**src/rtl/fetch_sequencer_if.sv**
```systemverilog
// Control/decode bundle between the fetch sequencer and the rest of the 9-bit core.
// The master side drives decode, loader and start; the slave side is the sequencer.
interface fetch_sequencer_if #(
   parameter int PC_W  = 10,
   parameter int CNT_W = 16
);
   logic              Start;
   logic [PC_W-1:0]   StartAddr;
   logic              Jump;
   logic              BranchEn;
   logic              Zero;
   logic              LoadInst;
   logic              Ack;
   logic [2:0]        TargSel;
   logic              LutWrEn;
   logic [2:0]        LutWrIdx;
   logic [PC_W-1:0]   LutWrData;
   logic [PC_W-1:0]   ProgCtr;
   logic              Commit;
   logic              Busy;
   logic              Done;
   logic [CNT_W-1:0]  CycleCount;

   modport master (
      output Start, StartAddr, Jump, BranchEn, Zero, LoadInst, Ack, TargSel,
             LutWrEn, LutWrIdx, LutWrData,
      input  ProgCtr, Commit, Busy, Done, CycleCount
   );

   modport slave (
      input  Start, StartAddr, Jump, BranchEn, Zero, LoadInst, Ack, TargSel,
             LutWrEn, LutWrIdx, LutWrData,
      output ProgCtr, Commit, Busy, Done, CycleCount
   );
endinterface

```
**src/rtl/fetch_sequencer.sv**
```systemverilog
// Program counter owner: sequences fetch, commit, multi-cycle load wait and halt,
// and holds the 8-entry branch/jump target table.
module fetch_sequencer #(
   parameter int PC_W    = 10,
   parameter int MEM_LAT = 1,
   parameter int CNT_W   = 16
) (
   input  logic             Clk,
   input  logic             Reset,
   fetch_sequencer_if.slave bus
);
   typedef enum logic [1:0] {S_IDLE, S_RUN, S_WAIT, S_HALT} state_t;

   localparam logic [2:0] LAT     = 3'(MEM_LAT);
   localparam bit         HAS_LAT = (MEM_LAT != 0);

   state_t            state_reg, state_next;
   logic [PC_W-1:0]   pc_reg, pc_next;
   logic              done_reg, done_next;
   logic [CNT_W-1:0]  cnt_reg, cnt_next, cnt_inc;
   logic [2:0]        wait_reg, wait_next;
   logic              commit, busy;
   logic [PC_W-1:0]   table_reg [8];
   logic [7:0]        wr_sel;
   logic [PC_W-1:0]   target_pc;

   generate
      for (genvar gi = 0; gi < 8; gi++) begin : g_wr_sel
         assign wr_sel[gi] = bus.LutWrEn && (bus.LutWrIdx == 3'(gi));
      end
   endgenerate

   // Reads see the pre-edge contents, so a same-cycle write never forwards.
   always_ff @(posedge Clk) begin
      for (int i = 0; i < 8; i++) begin
         if (Reset)
            table_reg[i] <= '0;
         else if (wr_sel[i])
            table_reg[i] <= bus.LutWrData;
      end
   end

   always_comb begin
      target_pc = pc_reg + PC_W'(1);
      if (bus.Jump || (bus.BranchEn && bus.Zero))
         target_pc = table_reg[bus.TargSel];
   end

   assign cnt_inc = (cnt_reg == '1) ? cnt_reg : cnt_reg + CNT_W'(1);

   always_comb begin
      state_next = state_reg;
      pc_next    = pc_reg;
      done_next  = done_reg;
      cnt_next   = cnt_reg;
      wait_next  = wait_reg;
      commit     = 1'b0;
      busy       = 1'b0;
      case (state_reg)
         S_IDLE, S_HALT: begin
            if (bus.Start) begin
               pc_next    = bus.StartAddr;
               cnt_next   = '0;
               done_next  = 1'b0;
               state_next = S_RUN;
            end
         end
         S_RUN: begin
            busy     = 1'b1;
            cnt_next = cnt_inc;
            if (bus.Ack) begin
               commit     = 1'b1;
               done_next  = 1'b1;
               state_next = S_HALT;
            end else if (bus.LoadInst && HAS_LAT) begin
               wait_next  = LAT;
               state_next = S_WAIT;
            end else begin
               commit  = 1'b1;
               pc_next = target_pc;
            end
         end
         S_WAIT: begin
            busy     = 1'b1;
            cnt_next = cnt_inc;
            if (wait_reg > 3'd1) begin
               wait_next = wait_reg - 3'd1;
            end else begin
               // Last cycle of the load: decode is valid again and the load retires.
               commit     = 1'b1;
               pc_next    = target_pc;
               wait_next  = '0;
               state_next = S_RUN;
            end
         end
         default: state_next = S_IDLE;
      endcase
   end

   always_ff @(posedge Clk) begin
      if (Reset) begin
         state_reg <= S_IDLE;
         pc_reg    <= '0;
         done_reg  <= 1'b0;
         cnt_reg   <= '0;
         wait_reg  <= '0;
      end else begin
         state_reg <= state_next;
         pc_reg    <= pc_next;
         done_reg  <= done_next;
         cnt_reg   <= cnt_next;
         wait_reg  <= wait_next;
      end
   end

   assign bus.ProgCtr    = pc_reg;
   assign bus.Done       = done_reg;
   assign bus.CycleCount = cnt_reg;
   assign bus.Commit     = commit & ~Reset;
   assign bus.Busy       = busy & ~Reset;
endmodule

```
**src/flat_wrapper.sv**
```systemverilog
// flat-port wrapper written by rule: the top's interface ports become plain ports
module fetch_sequencer_flat 
#(
   parameter int PC_W    = 10,
   parameter int MEM_LAT = 1,
   parameter int CNT_W   = 16
)
  (Clk, Reset, bus_Start, bus_StartAddr, bus_Jump, bus_BranchEn, bus_Zero, bus_LoadInst, bus_Ack, bus_TargSel, bus_LutWrEn, bus_LutWrIdx, bus_LutWrData, bus_ProgCtr, bus_Commit, bus_Busy, bus_Done, bus_CycleCount);
  fetch_sequencer_if #(.PC_W(PC_W), .CNT_W(CNT_W)) bus_i ();
  input  logic Clk;
  input  logic Reset;
  input wire logic [$bits(bus_i.Start)-1:0] bus_Start;
  input wire logic [$bits(bus_i.StartAddr)-1:0] bus_StartAddr;
  input wire logic [$bits(bus_i.Jump)-1:0] bus_Jump;
  input wire logic [$bits(bus_i.BranchEn)-1:0] bus_BranchEn;
  input wire logic [$bits(bus_i.Zero)-1:0] bus_Zero;
  input wire logic [$bits(bus_i.LoadInst)-1:0] bus_LoadInst;
  input wire logic [$bits(bus_i.Ack)-1:0] bus_Ack;
  input wire logic [$bits(bus_i.TargSel)-1:0] bus_TargSel;
  input wire logic [$bits(bus_i.LutWrEn)-1:0] bus_LutWrEn;
  input wire logic [$bits(bus_i.LutWrIdx)-1:0] bus_LutWrIdx;
  input wire logic [$bits(bus_i.LutWrData)-1:0] bus_LutWrData;
  output wire logic [$bits(bus_i.ProgCtr)-1:0] bus_ProgCtr;
  output wire logic [$bits(bus_i.Commit)-1:0] bus_Commit;
  output wire logic [$bits(bus_i.Busy)-1:0] bus_Busy;
  output wire logic [$bits(bus_i.Done)-1:0] bus_Done;
  output wire logic [$bits(bus_i.CycleCount)-1:0] bus_CycleCount;
  assign bus_i.Start = bus_Start;
  assign bus_i.StartAddr = bus_StartAddr;
  assign bus_i.Jump = bus_Jump;
  assign bus_i.BranchEn = bus_BranchEn;
  assign bus_i.Zero = bus_Zero;
  assign bus_i.LoadInst = bus_LoadInst;
  assign bus_i.Ack = bus_Ack;
  assign bus_i.TargSel = bus_TargSel;
  assign bus_i.LutWrEn = bus_LutWrEn;
  assign bus_i.LutWrIdx = bus_LutWrIdx;
  assign bus_i.LutWrData = bus_LutWrData;
  assign bus_ProgCtr = bus_i.ProgCtr;
  assign bus_Commit = bus_i.Commit;
  assign bus_Busy = bus_i.Busy;
  assign bus_Done = bus_i.Done;
  assign bus_CycleCount = bus_i.CycleCount;
  fetch_sequencer #(.PC_W(PC_W), .MEM_LAT(MEM_LAT), .CNT_W(CNT_W)) u_core (.Clk(Clk), .Reset(Reset), .bus(bus_i));
endmodule
```
**config.mk**
```make
export PLATFORM = sky130hd
export DESIGN_NAME = fetch_sequencer_flat
export DESIGN_NICKNAME = d
export VERILOG_FILES = /design/src/rtl/fetch_sequencer_if.sv /design/src/rtl/fetch_sequencer.sv /design/src/flat_wrapper.sv
export SDC_FILE = /design/constraint.sdc
export NUM_CORES = 1
export LEC_CHECK = 0
export ABC_AREA = 1
export CORE_ASPECT_RATIO = 1.75
export CORE_MARGIN = 8
export CORE_UTILIZATION = 42
export DETAILED_ROUTE_END_ITERATION = 7
export DONT_BUFFER_PORTS = 1
export PLACE_DENSITY = 0.62
export SKIP_CTS_REPAIR_TIMING = 1
export SLEW_MARGIN = 20
export SYNTH_ARGS = -nofsm -noshare
export SYNTH_HDL_FRONTEND = slang
export SYNTH_SLANG_ARGS = --single-unit
```
**constraint.sdc**
```tcl
create_clock -name Clk -period 2.24 [get_ports Clk]
set_clock_uncertainty 0.2 [all_clocks]
set_input_delay 0.112 -clock Clk [delete_from_list [all_inputs] [get_ports Clk]]
set_output_delay 0.112 -clock Clk [all_outputs]
set_load 0.02 [all_outputs]
```
-- After elaboration in Yosys (flattened, before gate mapping)
Memories as Yosys holds them, arrays and structs flattened.
Index checks and enable logic that the tools add are counted.
- magnitude comparators: 1
- reduce and logical (&&, ||, !) cells: 21
- add/subtract/negate cells: 3
- eq/ne operators: 19
- mux-type cells: 60
- bitwise gates (word level): 11
- operators with widths (cell ; count):
    10-bit two-way mux ; 13
    1-bit two-way mux ; 32
    16-bit two-way mux ; 2
    16-bit case mux with 2 select lines ; 1
    10-bit case mux with 3 select lines ; 1
    16-bit by 1-bit adder with 16-bit output (second input constant) ; 1
    16-bit equality test (second input constant) ; 1
    2-bit inequality test (second input constant) ; 7
    3-bit equality test (second input constant) ; 4
    10-bit by 1-bit adder with 10-bit output (second input constant) ; 1
    1-bit logical AND ; 9
    3-bit two-way mux ; 3
    3-bit AND reduction ; 3
    2-bit two-way mux ; 4
    1-bit bitwise OR ; 8
    3-bit by 2-bit equality test with 1-bit output (second input constant) ; 2
    2-bit case mux with 3 select lines ; 1
    3-bit case mux with 2 select lines ; 1
    2-bit equality test (second input constant) ; 2
    1-bit case mux with 2 select lines ; 2
    4-bit AND reduction ; 1
    2-bit nonzero test ; 2
    2-bit OR reduction ; 2
    3-bit by 1-bit equality test with 1-bit output (second input constant) ; 1
    other kinds (10) ; 11
- register bits after elaboration: 32
- output and inout bits: 29
- input port bits: 35
- logic and storage cells: 121
- memories kept: 1
- bits in writable memories: 80
- memories (name ; depth ; width ; rd ports ; clocked after memory_dff ; wr ports ; line ; source):
    u_core.table_reg ; 8 ; 10 ; 1 ; 0 ; 8 ; fetch_sequencer.sv:23 ; logic [PC_W-1:0] table_reg [8];

-- Longest topological paths before layout
- word-level depth: 6
- depth in mapped cells: 11
- gate-level depth less buffers: 10

-- Least setup slack after synthesis
OpenSTA, ideal clock, no wires.
- path kind: flip-flop to flip-flop
- from: register u_core.state_reg[0]
- to: register u_core.pc_reg[7], in the netlist u_core.bus.ProgCtr[7]
- setup slack: 0.379 ns
- period minus slack after synthesis: 1.861 ns
- stages on the path, launching flop included: 10
- data arrival time: 1.526 ns
- path through: dfxtp_1 > inv_1 > ha_1 > buf_4 > inv_2 > buf_2 > buf_1 > nand3_1 > nand2_1 > a21oi_1
- cells in the longest elaborated chain, start to end: 4
- elaborated cells between the ends (all ways): 11
- RTL lines (what ; line ; source):
    start, declared ; fetch_sequencer.sv:17 ; state_t state_reg, state_next;
    start signal, assigned ; fetch_sequencer.sv:108 ; state_reg <= state_next;
    2-bit equality test or 2-bit zero test (tied branches) ; fetch_sequencer.sv:59 ; case (state_reg)
    2-bit OR reduction ; fetch_sequencer.sv:59 ;
    2-bit inequality test (no line) ; - ;
    4-bit AND reduction (no line) ; - ;
    end signal, assigned ; fetch_sequencer.sv:109 ; pc_reg <= pc_next;
    end, declared ; fetch_sequencer.sv:18 ; logic [PC_W-1:0] pc_reg, pc_next;
Parallel ways exist; a longest one is shown, timed or not.
A chain may end at the register's enable or synchronous reset.

-- Worst setup path in the final report
- from: register u_core.state_reg[1]
- to: output bus_Commit
- cells in the longest elaborated chain, start to end: 3
- elaborated cells between the ends (all ways): 4
- RTL lines (what ; line ; source):
    2-bit equality test or 2-bit by 1-bit equality test with 1-bit output (tied branches) ; fetch_sequencer.sv:59 ;
    1-bit case mux with 2 select lines (*) ; fetch_sequencer.sv:59 ;
    1-bit AND (*) ; fetch_sequencer.sv:119 ; assign bus.Commit = commit & ~Reset;
    end, declared ; flat_wrapper.sv:24 ; output wire logic [$bits(bus_i.Commit)-1:0] bus_Commit;
Mark *: on every way between the ends. The rest lies on a longest branch, timed or not.

==> impl_metrics.yaml <==
critical_path:
  critPathLaunch: "u_core.state_reg[1]"
  rr_worst_depth: 10
  cp.arrival_ps: 1710
  rrSetupSlack_ps: 260
  cp-start-kind: "flop"
  required_ps: 1930
  timing.rr.end: "u_core.bus.CycleCount[6]"
  path_class: "reg -> out"
  rr_startpoint: "u_core.state_reg[0]"
  cp_max_fo: 6
  cp-end-kind: "primary output"
power:
  ir_worst_vdd_mv: 0.402
  p_leak_uw: 0.00281
  power_density_nw_per_um2: 937
drt:
  first_iter_violations: 363
  drtPass1Iterations: 5
  wl_um: 16300
  vias_per_cell: 5.24
  ant_nets: 0
  vias: 5082
  wire_per_inst_um: 16.8
  drc: 0
logic_synthesis:
  ys_types: 36
  synth_area_leader_cell: "edfxtp_1"
  synth_warnings: 0
  synth.area.mux_share_pct: 0
  synth_adder_area_share_pct: 1.28
  syn-instance-count: 748
  syn_area_sq_um: 5850
  avgSynthCellArea_sq_um: 7.81
  synth_nets: 789
  yosysSeqAreaShare_pct: 52.1
  synth-compound-area-share_pct: 7.02
  yosysTopAreaCellShare_pct: 41.1
  synth_top_family_by_area: "simple AND/OR/NAND/NOR gates"
  synth_seq_cells: 112
  synthSimpleGateAreaFrac_pct: 31.9
  synth_xor_area_share_pct: 0.599
  synthTopCellsByArea: "edfxtp_1 (41%), nor2_1 (12%), dfxtp_1 (11%)"
min_path:
  holdPathStages: 5
  min_from: "bus_TargSel[2]"
  hold_class: "in -> reg"
  hold_end: "u_core.bus.ProgCtr[4]"
cts:
  clkSlewWorstSetupHoldPaths_ps: 80
  clock_latency_ps: 360
  numCtsBuffers: 9
  htree_levels: 3
  cts.sinks: 112
  ctsLongestPathBuffers: 2
  cts-root-buf: "clkbuf_16"
  cts_tree: "done"
place:
  post-dp-hpwl_um: 11700
  placed_cell_area_sq_um: 6140
  place.gp.congestion: 0.922
  dp.cells: 927
  dp_slack_ps: 291
  portBuffers: 0
layout:
  final_nets: 829
  n_antenna_cell: 0
  finalNonFillerCells: 970
  drive_gt1_share_pct: 9.08
  mostFrequentLayoutCells: "nor2_1 (186), nand2_1 (161), nand3_1 (84), edfxtp_1 (80), inv_1 (69)"
  largest_reg_flops: 80
  flow.area_growth_from_synthesis_pct: 15.4
  mostFrequentLayoutCell: "nor2_1"
  fin_area_sq_um: 6740
global_route:
  overflow: 0
  grt_pass1_wl_um: 25200
  antenna_found_initial: 0
  grt_use_total_pct: 18.0
  grt_pass1_vias: 5009
  grt_max_degree: 45
floorplanning:
  core_sq_um: 13800
  ios: 64
  start_util_pct: 42.5
  rows: 57
  die_area_sq_um: 18100
  die_h_um: 172
  die_w_um: 105
sta:
  worstMarginPinSlew_ps: 615
  max_slew_margin_pct: 58.9
  timing.final.ws_setup_ps: 223
  min_period_ps: 2020
  setup_tns_ps: 0
  slew_viol_final: 0
  rsz0062_at_grt: "false"
  max_freq_mhz: 496
  setup_viol: 0
  final_hold_viol_count: 4
  fin_crit_sh_pct: 90.0
  whs_ps: -26.9
run_status:
  violations: "hold timing"
  run_status: "finished, violations left"
job:
  cap_violations: 0
power by group:
group          total (uW)  switching (uW)  internal (uW)  leakage, uW
clock network        1760             844            916     0.000160
logic                1860            1230            626      0.00161
registers            2700             242           2460      0.00103
worst max path at each step:
stage	end	slack, ps	cells after the start
after CTS	bus_Commit	60	7
after global routing	bus_Commit	50	6
after global placement	u_core.bus.CycleCount[6]	350	10
after detailed placement	u_core.bus.CycleCount[6]	290	10
after floorplan	u_core.bus.ProgCtr[7]	380	9
final	bus_Commit	220	7
per-stage QoR:
stage          util, %  hold slack [ps]  power [uW]
2_1_floorplan        -             77.5        4080
3_3_place_gp      44.6            -20.0        4490
3_5_place_dp      44.6            -16.2        4550
4_1_cts           47.0             -400        6300
5_1_grt           49.0             19.4        6710
6_report          49.0            -26.9        6320
cell families after synthesis:
kind of cell | after synthesis
AOI/OAI and AO/OA | 72
xor gates and xnor gates | 4
adders and majority gates | 6
buffers and inverters | 102
DFF | 112
and+or+nand+nor | 452
metal layers:
| metal | global-route usage (%) | wire, um | up-vias | share of wire (%) |
|---|---|---|---|---|
| met2 | 34.2 | 8840 | 168 | 54 |
| li1 | - | - | 2497 | - |
| met5 | 0 | 0 | - | 0 |
| met3 | 4.40 | 998 | 33 | 6.1 |
| met4 | 10.4 | 539 | 0 | 3.3 |
| met1 | 17.1 | 5940 | 2384 | 36 |
layout make-up:
| type | instances | area [sq um] |
|---|---|---|
| Clock buffer | 9 | 225 |
| Sequential cell | 112 | 3040 |
| Inverter | 78 | 293 |
| Timing Repair Buffer | 53 | 475 |
| Clock inverter | 7 | 103 |
| Fill cell | 1351 | 7020 |
| Multi-Input combinational cell | 534 | 2380 |
| Tap cell | 177 | 221 |
synth_stat cells:
cell and n:
a21o_1 1, a21oi_1 23, a21oi_2 8, a221oi_1 1, a22oi_1 1, a31o_2 1, and2_1 1, buf_1 3
buf_12 1, buf_2 9, buf_4 2, clkbuf_1 8, clkbuf_2 1, clkinv_1 2, dfxtp_1 32, edfxtp_1 80
ha_1 6, inv_1 69, inv_2 7, nand2_1 161, nand2_2 5, nand2_4 1, nand3_1 84, nand3_2 2
nand4_1 3, nor2_1 186, nor2_2 1, nor3_1 3, nor4_1 1, o211ai_1 1, o21ai_0 33, o21ai_1 1
o21bai_1 2, or2_2 4, xnor2_1 1, xor2_1 3
worst max-delay path: stages (launching register included):
cell and delay [ps]:
dfxtp_1 310, inv_1 70, ha_1 240, inv_1 90
o21ai_1 210, a21oi_1 60, nor3_1 180, buf_4 180
No activity file was read; power rests on OpenSTA's default activity.
